[config.mk]
export PLATFORM = sky130hd
export DESIGN_NAME = wavepool_decode_arbiter
export DESIGN_NICKNAME = d
export VERILOG_FILES = /design/src/rtl/wavepool_decode_arbiter.sv
export SDC_FILE = /design/constraint.sdc
export NUM_CORES = 1
export LEC_CHECK = 0
export BUFFER_PORTS_ARGS = -buffer_cell sky130_fd_sc_hd__buf_2
export CELL_PAD_IN_SITES_DETAIL_PLACEMENT = 1
export CELL_PAD_IN_SITES_GLOBAL_PLACEMENT = 1
export CORE_MARGIN = 4
export CORE_UTILIZATION = 35
export DETAILED_ROUTE_END_ITERATION = 16
export GPL_TIMING_DRIVEN = 0
export PLACE_DENSITY = 0.81
export SYNTH_ARGS = -nofsm -noshare
export SYNTH_HDL_FRONTEND = slang
export SYNTH_SLANG_ARGS = --single-unit
[constraint.sdc]
create_clock -name clk -period 4.7 [get_ports clk]
set_input_delay 0.94 -clock clk [delete_from_list [all_inputs] [get_ports clk]]
set_output_delay 0.94 -clock clk [all_outputs]
set_load 0.03 [all_outputs]
[src/rtl/wavepool_decode_arbiter.sv]
// Round-robin wavepool-to-decode arbiter, one in-flight instruction per wavefront.
// Define ARB_PERF_CNT_EN to build the grant/stall performance counters.
module wavepool_decode_arbiter #(
  parameter int unsigned NUM_WF = 40,
  parameter int unsigned WFID_W = 6
) (
  input  logic              clk,
  input  logic              rst,
  input  logic [NUM_WF-1:0] wf_ready,
  input  logic              decode_stall,
  input  logic              wf_release,
  input  logic [WFID_W-1:0] release_wfid,
  input  logic [NUM_WF-1:0] wf_flush,
  output logic              arb_valid,
  output logic [WFID_W-1:0] arb_wfid,
  output logic [NUM_WF-1:0] arb_grant,
  output logic [NUM_WF-1:0] inflight,
  output logic [31:0]       perf_grants,
  output logic [31:0]       perf_stalls
);

  logic [WFID_W-1:0] ptr;
  logic [WFID_W-1:0] ptr_nxt;
  logic [WFID_W-1:0] win;
  logic [NUM_WF-1:0] elig;
  logic [NUM_WF-1:0] win_oh;
  logic [NUM_WF-1:0] inflight_nxt;
  logic              found;
  logic              grant;

  // Two-pass search: slots at/after the pointer first, then the wrapped-around slots.
  always_comb begin
    elig   = wf_ready & ~inflight & ~wf_flush;
    found  = 1'b0;
    win    = '0;
    win_oh = '0;
    for (int i = 0; i < NUM_WF; i++) begin
      if (!found && elig[i] && (i >= int'(ptr))) begin
        found     = 1'b1;
        win       = WFID_W'(i);
        win_oh[i] = 1'b1;
      end
    end
    for (int i = 0; i < NUM_WF; i++) begin
      if (!found && elig[i]) begin
        found     = 1'b1;
        win       = WFID_W'(i);
        win_oh[i] = 1'b1;
      end
    end
    grant   = found && !decode_stall;
    ptr_nxt = (32'(win) == NUM_WF - 1) ? '0 : win + WFID_W'(1);
  end

  // Flush beats grant beats release; out-of-range release ids match no slot.
  always_comb begin
    inflight_nxt = inflight;
    for (int i = 0; i < NUM_WF; i++) begin
      if (wf_flush[i]) begin
        inflight_nxt[i] = 1'b0;
      end else if (grant && win_oh[i]) begin
        inflight_nxt[i] = 1'b1;
      end else if (wf_release && (release_wfid == WFID_W'(i))) begin
        inflight_nxt[i] = 1'b0;
      end
    end
  end

  always_ff @(posedge clk) begin
    if (rst) begin
      arb_valid <= 1'b0;
      arb_wfid  <= '0;
      arb_grant <= '0;
      inflight  <= '0;
      ptr       <= '0;
    end else begin
      arb_valid <= grant;
      arb_grant <= grant ? win_oh : '0;
      inflight  <= inflight_nxt;
      if (grant) begin
        arb_wfid <= win;
        ptr      <= ptr_nxt;
      end
    end
  end

`ifdef ARB_PERF_CNT_EN
  always_ff @(posedge clk) begin
    if (rst) begin
      perf_grants <= '0;
      perf_stalls <= '0;
    end else begin
      if (grant) begin
        perf_grants <= perf_grants + 32'd1;
      end
      if (decode_stall && (elig != '0)) begin
        perf_stalls <= perf_stalls + 32'd1;
      end
    end
  end
`else
  assign perf_grants = '0;
  assign perf_stalls = '0;
`endif

endmodule

==> flow_summary.json <==
{
  "grt_first_pass_wirelength_mm": 47.0,
  "std_cell_rows": 48,
  "cts_sinks": 93,
  "grtUsageTotal_pct": 30.9,
  "max-clock-path-buffers": 2,
  "drt_first_pass_iters": 5,
  "worst-slew-pin-transition_ns": 0.857,
  "cts_tree": "done",
  "die_footprint_um2": 20200,
  "globalRouteOverflowTotal": 0,
  "hold_violations": 0,
  "synth-seq-cells": 93,
  "cp_max_fo": 10,
  "floorplan.initialDensity_pct": 36.1,
  "worst_endpoint_required_time_ns": 4.95,
  "criticalPathCategory": "reg2reg",
  "worstSkewPairLatency_ns": 0.36,
  "area_growth_syn_to_layout_pct": 32.8,
  "run_status": "finished, final reports clean",
  "cp_data_arrival_time_ns": 4.82,
  "share_of_post_route_cells_with_drive_strength_above_1_pct": 34.5,
  "synth_cell_types": 81,
  "core_um2": 17500,
  "synth.area.top_cells": "sky130_fd_sc_hd__dfxtp_1 (30%), sky130_fd_sc_hd__buf_4 (8.3%), sky130_fd_sc_hd__o21ai_0 (4.9%), sky130_fd_sc_hd__nand2_1 (4.3%), sky130_fd_sc_hd__nor3b_1 (3.9%)",
  "first_global_vias": 7684,
  "fin_util_pct": 47.9,
  "setup_viol": 0,
  "worst_hold_path_type": "reg2reg",
  "grt_setup_unrepaired": "false",
  "cellPowerDensity_nw_per_um2": 275,
  "kind_of_end_point_of_the_critical_path": "flip-flop",
  "initial_antenna_violation_count": 4,
  "synth_warnings": 0,
  "async_reset_ff_share_pct": 0,
  "finalClockSkew_ns": 0.0108,
  "synth_largest_type_area_fraction_pct": 29.5,
  "die_width_um": 142,
  "cts_buffers": 9,
  "globalplace.congestion": 0.974,
  "chipHeight_um": 142,
  "synthesis.area_um2": 6300,
  "drtAntennaViolNets": 0,
  "dr_total_vias": 7500,
  "mostFrequentLayoutCell": "sky130_fd_sc_hd__buf_2",
  "main_flop_type_after_synthesis": "sky130_fd_sc_hd__dfxtp_1",
  "hpwl_mm": 25.6,
  "clock_tree_root_driver_cell": "sky130_fd_sc_hd__clkbuf_16",
  "ios": 241,
  "final.period_utilization_pct": 97.2,
  "route.detailed.wl_per_inst_um": 24.5,
  "power.leakage_uw": 0.00367,
  "routed_wirelength_mm": 31.9,
  "largest_net_degree_at_the_start_of_global_routing": 17,
  "ir_drop_v": 0.000190,
  "average_vias_per_placed_instance": 5.76,
  "timing.slew.headroom_pct": 42.3,
  "clk_pin_slew_worst_paths_ns": 0.07,
  "cp-start-kind": "flip-flop",
  "maxSlewViolCount": 0,
  "finish.instance_area_um2": 8370,
  "port_buffers": 176,
  "post_synth.cell_area_avg_um2": 7.71,
  "cap_viol_max_count": 0,
  "cts_max_level": 3,
  "detailed_place.area_um2": 7700,
  "synthesis.instances": 818,
  "dr.first_iter.drc_count": 618,
  "drc": 0,
  "synthDominantAreaCellType": "sky130_fd_sc_hd__dfxtp_1",
  "synth_edf_count": 0,
  "max_freq_ghz": 0.219,
  "fill_cells": 2242,
  "seq_area_frac_synth_pct": 29.5,
  "layout_common_cells": "sky130_fd_sc_hd__buf_2 (180), sky130_fd_sc_hd__dfxtp_1 (91), sky130_fd_sc_hd__buf_4 (74), sky130_fd_sc_hd__nand2_1 (71), sky130_fd_sc_hd__conb_1 (64)",
  "post_cts_hold_buffer_count": 0,
  "num-nets-final": 1162,
  "total_negative_slack_ns": 0,
  "final.min_clock_period_ns": 4.57
}
logic make-up (layout without fill, tap and decap cells):
family                   Yosys count  count (layout)  share of synthesized area (%)
AO/OA/AOI/OAI                    209             209                           22.4
other                              1              65                         0.0595
AND/OR/NAND/NOR                  408             408                           36.5
flip-flops                        93              93                           29.5
adder cells (fa/ha/maj)            1               1                          0.198
buffers and inverters            105             300                           11.1
XOR/XNOR                           1               1                          0.139
synthesized netlist by cell type, types with 3 or more instances:
library cell / number
sky130_fd_sc_hd__buf_2: 5
sky130_fd_sc_hd__buf_6: 5
sky130_fd_sc_hd__or3b_1: 7
sky130_fd_sc_hd__nand4_1: 16
sky130_fd_sc_hd__dfxtp_1: 93
sky130_fd_sc_hd__or2_2: 5
sky130_fd_sc_hd__or4_1: 5
sky130_fd_sc_hd__o21ai_1: 6
sky130_fd_sc_hd__nand3b_1: 7
sky130_fd_sc_hd__nor3_1: 48
sky130_fd_sc_hd__o21a_1: 22
sky130_fd_sc_hd__nor4_1: 12
sky130_fd_sc_hd__buf_4: 70
sky130_fd_sc_hd__nor3b_1: 33
sky130_fd_sc_hd__a22oi_1: 4
sky130_fd_sc_hd__a31oi_1: 5
sky130_fd_sc_hd__nand3_1: 36
sky130_fd_sc_hd__nand2b_1: 11
sky130_fd_sc_hd__nand2_1: 72
sky130_fd_sc_hd__o22ai_1: 8
sky130_fd_sc_hd__nor4_2: 3
sky130_fd_sc_hd__o21ai_0: 62
sky130_fd_sc_hd__a211o_1: 3
sky130_fd_sc_hd__or3_1: 10
sky130_fd_sc_hd__nor4b_1: 5
sky130_fd_sc_hd__o31ai_1: 4
sky130_fd_sc_hd__and2_1: 23
sky130_fd_sc_hd__and3_1: 13
sky130_fd_sc_hd__inv_1: 5
sky130_fd_sc_hd__nor2b_1: 8
sky130_fd_sc_hd__or3b_2: 15
sky130_fd_sc_hd__clkbuf_1: 19
sky130_fd_sc_hd__a21o_1: 5
sky130_fd_sc_hd__a211oi_1: 30
sky130_fd_sc_hd__nor2_1: 65
sky130_fd_sc_hd__o211ai_1: 3
sky130_fd_sc_hd__a32o_1: 4
sky130_fd_sc_hd__a21oi_1: 24
routing by layer:
layer  vias to the layer above  global-route usage [%]  wire [µm]
met4                         6                    15.2       1440
met1                      3623                    41.0      13300
met5                         -                       0         28
met2                       373                    46.6      14000
met3                        83                    8.00       3140
li1                       3415                       -          -
per-stage QoR:
step	hold WS, ns	cells	total power (µW)	setup slack (ns)
final	0.497	1302	2300	0.132
after floorplan	0.616	881	1290	0.486
after global placement	0.484	1282	1510	-0.939
after CTS	0.504	1300	2270	-0.0392
after global routing	0.523	1302	2390	0.00457
after detailed placement	0.485	1282	1520	-0.899
worst max-delay path, stage by stage (launching register included):
cell,delay (ns)
sky130_fd_sc_hd__dfxtp_2,0.46
sky130_fd_sc_hd__clkbuf_4,0.31
sky130_fd_sc_hd__buf_2,0.31
sky130_fd_sc_hd__o31ai_2,0.13
sky130_fd_sc_hd__a22oi_1,0.22
sky130_fd_sc_hd__and2_1,0.34
sky130_fd_sc_hd__nand3_2,0.24
sky130_fd_sc_hd__buf_6,0.24
sky130_fd_sc_hd__o41ai_4,0.56
sky130_fd_sc_hd__nor4_1,0.19
sky130_fd_sc_hd__nand4_1,0.21
sky130_fd_sc_hd__nor4_4,0.07
sky130_fd_sc_hd__inv_1,0.08
sky130_fd_sc_hd__ha_1,0.21
sky130_fd_sc_hd__inv_1,0.09
sky130_fd_sc_hd__or4_1,0.53
sky130_fd_sc_hd__a32o_1,0.26
where the power goes:
| part | internal (µW) | switching [µW] |
|---|---|---|
| clock network | 393 | 350 |
| logic | 238 | 496 |
| registers | 806 | 20.2 |
| total | 1440 | 866 |
timing repair:
action                                  CTS  global route
resized for setup                        30            41
setup buffers                             2             3
endpoints found under the setup margin    6             6
pin swaps                                 1             5
state kept, by name, summed over array words and instances, names as in the netlist:
register and cells:
inflight 40, ptr 6, arb_valid 1, arb_grant 40
arb_wfid 6
final timing paths:
| path | from | to | slack (ns) | depth (start not counted) |
|---|---|---|---|---|
| hold reg to reg | arb_wfid[5] | arb_wfid[5] | 0.50 | 2 |
| setup reg to reg | ptr[5] | ptr[4] | 0.13 | 16 |
| setup / recovery | ptr[5] | ptr[4] | 0.13 | 16 |
| hold / removal | arb_wfid[5] | arb_wfid[5] | 0.50 | 2 |
final cells by class:
class	instances	area, µm²	area share, %
multi-input cells	683	4310	51.5
flip-flops and latches	93	1860	22.3
repair buffers	181	918	11.0
plain buffers	98	682	8.15
well taps	225	282	3.36
clock buffers	11	253	3.02
clock inverters	5	42.5	0.508
inverters	5	18.8	0.224
diodes	1	2.50	0.0299
Power figures use the tool's default switching activity.
